## config.mk

```make
export PLATFORM = sky130hd
export DESIGN_NAME = flit_rx_monitor_flat
export DESIGN_NICKNAME = d
export VERILOG_FILES = /design/src/rtl/flit_rx_monitor_if.sv /design/src/rtl/flit_rx_monitor.sv /design/src/flat_wrapper.sv
export SDC_FILE = /design/constraint.sdc
export NUM_CORES = 1
export LEC_CHECK = 0
export BUFFER_PORTS_ARGS = -buffer_cell sky130_fd_sc_hd__buf_2
export CAP_MARGIN = 20
export CORE_MARGIN = 2
export CORE_UTILIZATION = 40
export DETAILED_ROUTE_END_ITERATION = 7
export GPL_TIMING_DRIVEN = 0
export PLACE_DENSITY_LB_ADDON = 0.12
export SLEW_MARGIN = 15
export SYNTH_ARGS = -nofsm -noshare
export SYNTH_HDL_FRONTEND = slang
export SYNTH_SLANG_ARGS = --single-unit
```

## constraint.sdc

```tcl
create_clock -name clk -period 10.1 [get_ports clk]
set_input_delay 2.02 -clock clk [delete_from_list [all_inputs] [get_ports clk]]
set_output_delay 2.02 -clock clk [all_outputs]
set_load 0.05 [all_outputs]
```

## src/rtl/flit_rx_monitor_if.sv

```systemverilog
// Flit stream bundle between a router crossbar output mux (master) and a receive monitor (slave).
interface flit_rx_monitor_if #(
    parameter int unsigned DATAW = 66,
    parameter int unsigned VCHW  = 2
);
    logic [DATAW-1:0] idata;
    logic             ivalid;
    logic [VCHW-1:0]  ivch;

    modport master (output idata, output ivalid, output ivch);
    modport slave  (input  idata, input  ivalid, input  ivch);
endinterface

```

## src/rtl/flit_rx_monitor.sv

```systemverilog
// Receive-side flit stream monitor: HEAD/DATA/TAIL framing checks plus packet, flit, cycle and toggle statistics.
// Optional length check on TAIL is built only when MON_LEN_CHECK_EN is defined.
module flit_rx_monitor #(
    parameter int unsigned DATAW = 66,
    parameter int unsigned VCHW  = 2,
    parameter int unsigned CNTW  = 32,
    parameter int unsigned TGLW  = 40
`ifdef MON_LEN_CHECK_EN
    ,
    parameter int unsigned EXP_LEN = 20
`endif
) (
    input  logic                    clk,
    input  logic                    rst_,
    flit_rx_monitor_if.slave        flit,
    input  logic                    en,
    input  logic                    clr,
    output logic                    busy,
    output logic [CNTW-1:0]         pkt_cnt,
    output logic [CNTW-1:0]         flit_cnt,
    output logic [CNTW-1:0]         cyc_cnt,
    output logic [7:0]              last_len,
    output logic [TGLW-1:0]         tgl_acc,
    output logic                    err_frame,
    output logic                    err_vch,
    output logic                    err_len
);

    localparam int unsigned POPW = $clog2(DATAW + 1);

    typedef enum logic [1:0] {
        T_NONE = 2'b00,
        T_HEAD = 2'b01,
        T_TAIL = 2'b10,
        T_DATA = 2'b11
    } flit_type_e;

    typedef enum logic {
        S_IDLE = 1'b0,
        S_BODY = 1'b1
    } state_e;

    logic [DATAW-1:0] idata;
    logic             ivalid;
    logic [VCHW-1:0]  ivch;
    flit_type_e       ftype;

    assign idata  = flit.idata;
    assign ivalid = flit.ivalid;
    assign ivch   = flit.ivch;
    assign ftype  = flit_type_e'(idata[DATAW-1 -: 2]);

    state_e           state_q,     state_d;
    logic [7:0]       len_q,       len_d;
    logic [VCHW-1:0]  cur_vch_q,   cur_vch_d;
    logic [DATAW-1:0] prev_idata_q, prev_idata_d;
    logic [CNTW-1:0]  pkt_cnt_q,   pkt_cnt_d;
    logic [CNTW-1:0]  flit_cnt_q,  flit_cnt_d;
    logic [CNTW-1:0]  cyc_cnt_q,   cyc_cnt_d;
    logic [7:0]       last_len_q,  last_len_d;
    logic [TGLW-1:0]  tgl_acc_q,   tgl_acc_d;
    logic             err_frame_q, err_frame_d;
    logic             err_vch_q,   err_vch_d;

    logic             frame_evt;
    logic             vch_evt;
    logic             tail_evt;
    logic [POPW-1:0]  pop;
    logic [TGLW:0]    tgl_sum;

    function automatic logic [CNTW-1:0] sat_inc(input logic [CNTW-1:0] v);
        return (&v) ? v : v + CNTW'(1);
    endfunction

    // Framing FSM: only valid flits move it; idle cycles hold state, len and cur_vch.
    always_comb begin
        state_d   = state_q;
        len_d     = len_q;
        cur_vch_d = cur_vch_q;
        frame_evt = 1'b0;
        vch_evt   = 1'b0;
        tail_evt  = 1'b0;
        if (ivalid) begin
            case (state_q)
                S_IDLE: begin
                    if (ftype == T_HEAD) begin
                        state_d   = S_BODY;
                        len_d     = '0;
                        cur_vch_d = ivch;
                    end else begin
                        frame_evt = 1'b1;
                    end
                end
                S_BODY: begin
                    vch_evt = (ivch != cur_vch_q);
                    case (ftype)
                        T_DATA: begin
                            if (len_q != '1) begin
                                len_d = len_q + 8'd1;
                            end
                        end
                        T_TAIL: begin
                            tail_evt = 1'b1;
                            state_d  = S_IDLE;
                        end
                        T_HEAD: begin
                            frame_evt = 1'b1;
                            len_d     = '0;
                            cur_vch_d = ivch;
                        end
                        T_NONE: begin
                            frame_evt = 1'b1;
                            state_d   = S_IDLE;
                        end
                        default: ;
                    endcase
                end
                default: state_d = S_IDLE;
            endcase
        end
    end

    always_comb begin
        pop     = POPW'($countones(idata ^ prev_idata_q));
        tgl_sum = {1'b0, tgl_acc_q} + (TGLW + 1)'(pop);
    end

    // Statistics and sticky flags; clr overrides en and any same-cycle event.
    always_comb begin
        prev_idata_d = idata;
        pkt_cnt_d    = pkt_cnt_q;
        flit_cnt_d   = flit_cnt_q;
        cyc_cnt_d    = cyc_cnt_q;
        last_len_d   = last_len_q;
        tgl_acc_d    = tgl_acc_q;
        err_frame_d  = err_frame_q;
        err_vch_d    = err_vch_q;
        if (clr) begin
            pkt_cnt_d   = '0;
            flit_cnt_d  = '0;
            cyc_cnt_d   = '0;
            last_len_d  = '0;
            tgl_acc_d   = '0;
            err_frame_d = 1'b0;
            err_vch_d   = 1'b0;
        end else begin
            if (en) begin
                cyc_cnt_d = sat_inc(cyc_cnt_q);
                tgl_acc_d = tgl_sum[TGLW] ? '1 : tgl_sum[TGLW-1:0];
                if (ivalid) begin
                    flit_cnt_d = sat_inc(flit_cnt_q);
                end
                if (tail_evt) begin
                    pkt_cnt_d = sat_inc(pkt_cnt_q);
                end
            end
            if (tail_evt) begin
                last_len_d = len_q;
            end
            err_frame_d = err_frame_q | frame_evt;
            err_vch_d   = err_vch_q | vch_evt;
        end
    end

    always_ff @(posedge clk or negedge rst_) begin
        if (!rst_) begin
            state_q      <= S_IDLE;
            len_q        <= '0;
            cur_vch_q    <= '0;
            prev_idata_q <= '0;
            pkt_cnt_q    <= '0;
            flit_cnt_q   <= '0;
            cyc_cnt_q    <= '0;
            last_len_q   <= '0;
            tgl_acc_q    <= '0;
            err_frame_q  <= 1'b0;
            err_vch_q    <= 1'b0;
        end else begin
            state_q      <= state_d;
            len_q        <= len_d;
            cur_vch_q    <= cur_vch_d;
            prev_idata_q <= prev_idata_d;
            pkt_cnt_q    <= pkt_cnt_d;
            flit_cnt_q   <= flit_cnt_d;
            cyc_cnt_q    <= cyc_cnt_d;
            last_len_q   <= last_len_d;
            tgl_acc_q    <= tgl_acc_d;
            err_frame_q  <= err_frame_d;
            err_vch_q    <= err_vch_d;
        end
    end

`ifdef MON_LEN_CHECK_EN
    logic err_len_q, err_len_d;

    always_comb begin
        err_len_d = err_len_q;
        if (clr) begin
            err_len_d = 1'b0;
        end else if (tail_evt && (len_q != 8'(EXP_LEN))) begin
            err_len_d = 1'b1;
        end
    end

    always_ff @(posedge clk or negedge rst_) begin
        if (!rst_) begin
            err_len_q <= 1'b0;
        end else begin
            err_len_q <= err_len_d;
        end
    end

    assign err_len = err_len_q;
`else
    assign err_len = 1'b0;
`endif

    assign busy      = (state_q == S_BODY);
    assign pkt_cnt   = pkt_cnt_q;
    assign flit_cnt  = flit_cnt_q;
    assign cyc_cnt   = cyc_cnt_q;
    assign last_len  = last_len_q;
    assign tgl_acc   = tgl_acc_q;
    assign err_frame = err_frame_q;
    assign err_vch   = err_vch_q;

endmodule

```

## src/flat_wrapper.sv

```systemverilog
// flat-port wrapper written by rule: the top's interface ports become plain ports
module flit_rx_monitor_flat 
#(
    parameter int unsigned DATAW = 66,
    parameter int unsigned VCHW  = 2,
    parameter int unsigned CNTW  = 32,
    parameter int unsigned TGLW  = 40

)
  (clk, rst_, en, clr, busy, pkt_cnt, flit_cnt, cyc_cnt, last_len, tgl_acc, err_frame, err_vch, err_len, flit_idata, flit_ivalid, flit_ivch);
  flit_rx_monitor_if #(.DATAW(DATAW), .VCHW(VCHW)) flit_i ();
  input  logic clk;
  input  logic rst_;
  input  logic en;
  input  logic clr;
  output logic busy;
  output logic [CNTW-1:0] pkt_cnt;
  output logic [CNTW-1:0] flit_cnt;
  output logic [CNTW-1:0] cyc_cnt;
  output logic [7:0] last_len;
  output logic [TGLW-1:0] tgl_acc;
  output logic err_frame;
  output logic err_vch;
  output logic err_len;
  input wire logic [$bits(flit_i.idata)-1:0] flit_idata;
  input wire logic [$bits(flit_i.ivalid)-1:0] flit_ivalid;
  input wire logic [$bits(flit_i.ivch)-1:0] flit_ivch;
  assign flit_i.idata = flit_idata;
  assign flit_i.ivalid = flit_ivalid;
  assign flit_i.ivch = flit_ivch;
  flit_rx_monitor #(.DATAW(DATAW), .VCHW(VCHW), .CNTW(CNTW), .TGLW(TGLW)) u_core (.clk(clk), .rst_(rst_), .flit(flit_i), .en(en), .clr(clr), .busy(busy), .pkt_cnt(pkt_cnt), .flit_cnt(flit_cnt), .cyc_cnt(cyc_cnt), .last_len(last_len), .tgl_acc(tgl_acc), .err_frame(err_frame), .err_vch(err_vch), .err_len(err_len));
endmodule
```

==> out/results.tsv <==
stage	metric	value	unit
finish	commonest non-fill, non-tap cell in the layout	buf_2	
grt	Overflow after GRT	0	
critical_path	CP Buf/Inv Count	14	
critical_path	CP most frequent cell	fa_1	
finish	Ant. Diodes	0	
grt	GRT met2 Usage	0.333	
sta	relative slew slack	0.469	
critical_path	worst path required time	10.48	ns
finish	layout cells sized above 1	0.201	
sta	Min Clock Period, post-route	9.68	ns
critical_path	worst-path maximum fanout	10	
floorplan	Top Ports	221	
cts	CTS Sinks	223	
critical_path	slowest CP cell	fa_1	
critical_path	RR Endpoint	u_core.tgl_acc[29]	
cts	H-tree depth	1	
sta	worst-margin pin slew	0.796	ns
logic_synthesis	Synth Warn #	0	
sta	fmax	103	MHz
drt	WL final	36300	microns
cts	Clock Path Buffers	3	
sta	unrepaired setup endpoints after global routing	yes	
run_status	status	completed	
critical_path	kind of start point of the critical path	input port	
grt	grt met3 use	0.0292	
drt	Final ANT Viol Nets	0	
critical_path	FF-to-FF path depth	33	
sta	Worst Skew	0.0131	ns
drt	Routed WL per cell	17.5	microns
placed_design	DP HPWL	26700	microns
critical_path	Worst path depth	35	
grt	grt met1 use	0.288	
critical_path	Crit. Startpoint	flit_idata[65]	
drt	Initial DRC Count	605	
critical_path	worst setup path end	u_core.tgl_acc[29]	
grt	Global Route Usage Sum	0.205	
finish	Non-Filler Instances	2072	
floorplan	total core area	33400	sq um
finish	Synth-to-Final Area Change	19.9	%
drt	# DRC	0	
critical_path	Critical R2R Launch	u_core.prev_idata_q[65]	
logic_synthesis	asr flop ratio synth	1.00	
floorplan	die area	35300	sq um
floorplan	# rows	67	
placed_design	PortBufs	217	
logic_synthesis	Mapped Area	13500	sq um
placed_design	DP Worst Slack	-0.466	ns
sta	period utilization	0.958	
placed_design	Final GP Congestion	0.887	
placed_design	post-placement cell count	2020	
cts	count of hold-fix buffers inserted at cts	0	
grt	grt peak-use layer	met2	
critical_path	kind of cell adding the most delay to the critical path	adder cells	
logic_synthesis	Post-Syn Nets	1543	
logic_synthesis	ys flop type	dfrtp_1	
logic_synthesis	Cells after Synth	1353	
logic_synthesis	number of distinct library cells after synthesis	66	
critical_path	Worst path max stage delay	0.55	ns
job	Max Cap Viol	0	
grt	first-pass GRT wire length	58800	microns
logic_synthesis	Syn Area/Cell	10.0	sq um
finish	most frequent cells in the layout	buf_2 (230), dfrtp_1 (223), inv_1 (123)	
floorplan	DIE HEIGHT	188	microns
logic_synthesis	post-synthesis sequential area ratio	0.412	
cts	worst-skew pair later-pin latency	0.54	ns
finish	Layout Nets	1794	
drt	Vias/cell	5.48	
cts	CTS tree	done	
sta	final setup vio count	0	
grt	via count of the first global-routing pass	11000	
drt	Pre-antenna DRT Iters	5	
critical_path	critical path class	input port to flop	
min_path	Worst Hold Class	flop to flop	
floorplan	Die X	188	microns
grt	number of antenna violations at the first check in global routing	0	
sta	Final Hold Violating Endpoints	0	
cts	Worst-path clk slew	0.06	ns
finish	Core Util, Final	0.485	
grt	maximum number of pins on one net before global-route repair	97	
critical_path	reg-to-reg slack, setup	1.79	ns
logic_synthesis	register bit total from synthesis	223	
critical_path	Critical Path AT	10.06	ns
drt	via count	11400	
floorplan	Initial Util	0.405	
critical_path	kind of end point of the critical path	flop	
sta	final setup margin	0.420	ns
logic_synthesis	EDFF count, synth	0	
cts	CTS Root Cell	clkbuf_16	
sta	Slew Limit Fails	0	
cts	CTS buffer count	27	
-- metrics by stage --
step                setup TNS [ns]  hold slack, ns  cell area [sq um]
finish                           0           0.513              16200
global route               -0.0309           0.541              16200
CTS                              0           0.524              16200
detailed placement           -8.68           0.510              15200
global placement             -7.48           0.490              15200
floorplan                        0           0.502              13500
-- metal layers --
layer	part of all wire	wire length, microns	vias up
met5	0	0	-
met4	0.025	889	0
met3	0.048	1730	46
met2	0.47	17000	307
met1	0.46	16700	5584
li1	-	-	5423
-- cell families (layout without fill, tap and decap cells) --
kind of cell	count (synthesis)	after routing	share of synthesized area
AND/OR/NAND/NOR	441	441	0.189
AO/OA/AOI/OAI	295	295	0.139
flip-flops	223	223	0.412
buffers and inverters	183	454	0.0541
adder cells (fa/ha/maj)	117	117	0.143
XOR/XNOR	83	83	0.0537
multiplexers	10	10	0.00832
other	1	1	0.000277
-- worst register-to-register path: cells and delay by family, from the launching register on --
kind	cells	cell delay (ns)
adder cells (fa/ha/maj)	11	4.82
buffers and inverters	12	1.28
AO/OA/AOI/OAI	6	1.00
AND/OR/NAND/NOR	3	0.51
flip-flops	1	0.37
XOR/XNOR	1	0.16
-- timing repair --
action	4_1_cts	5_1_grt
resized for setup	0	9
setup endpoints to repair	0	24
endpoints found under the hold margin	0	0
buffers inserted	0	2
-- registers in the layout, summed over array words and instances, names as in the netlist, 2 cells and up --
signal / count
u_core.last_len: 8
u_core.len_q: 8
u_core.tgl_acc: 40
u_core.cur_vch_q: 2
u_core.pkt_cnt: 32
u_core.prev_idata_q: 66
u_core.cyc_cnt: 32
u_core.flit_cnt: 32
-- cell usage after synthesis, types with 8 or more instances --
library cell    n  area [sq um]
a221oi_1       10          87.6
or4_1          36           270
dfrtp_1       223          5580
and4_1         12           105
or3_1          45           282
and2_1         12          75.1
o21a_1          8          60.1
o31ai_1        34           255
nor4_1         20           125
nand2_1        78           293
a21oi_1       100           500
ha_1           54           676
xnor2_1        14           123
mux2_2         10           113
clkbuf_1       37           139
and3_1         21           131
fa_1           63          1260
buf_2          15          75.1
nor2b_1         9          56.3
nand4_1        44           275
o21ai_0        58           290
inv_1         123           462
a211oi_1       16           120
nor3_1         25           125
a21o_1          8          60.1
xor2_1         69           604
nand3_1        49           245
a311oi_1       16           140
nor2_1         51           191
-- worst min-delay path by stage --
stage	slack, ns	to	cells after the start	startpoint
detailed placement	0.51	u_core.err_vch	2	u_core.err_vch
CTS	0.52	u_core.err_vch	2	u_core.err_vch
finish	0.51	u_core.err_frame	2	u_core.err_frame
global route	0.54	u_core.last_len[0]	2	u_core.last_len[0]
global placement	0.49	u_core.err_vch	2	u_core.err_vch
floorplan	0.50	u_core.cur_vch_q[0]	1	u_core.cur_vch_q[0]
-- area by class of cell --
type	count	area [sq um]
clock buffer	36	779
buffer	60	274
inverter	123	462
multi-input combinational	947	7250
sequential	223	5580
clock inverter	13	149
tap	448	561
timing repair buffer	222	1170
fill	3187	17200
Power is left out: the tool's default activity adds up to more than one toggle a clock period on the data nets, which glitch-free logic cannot reach.
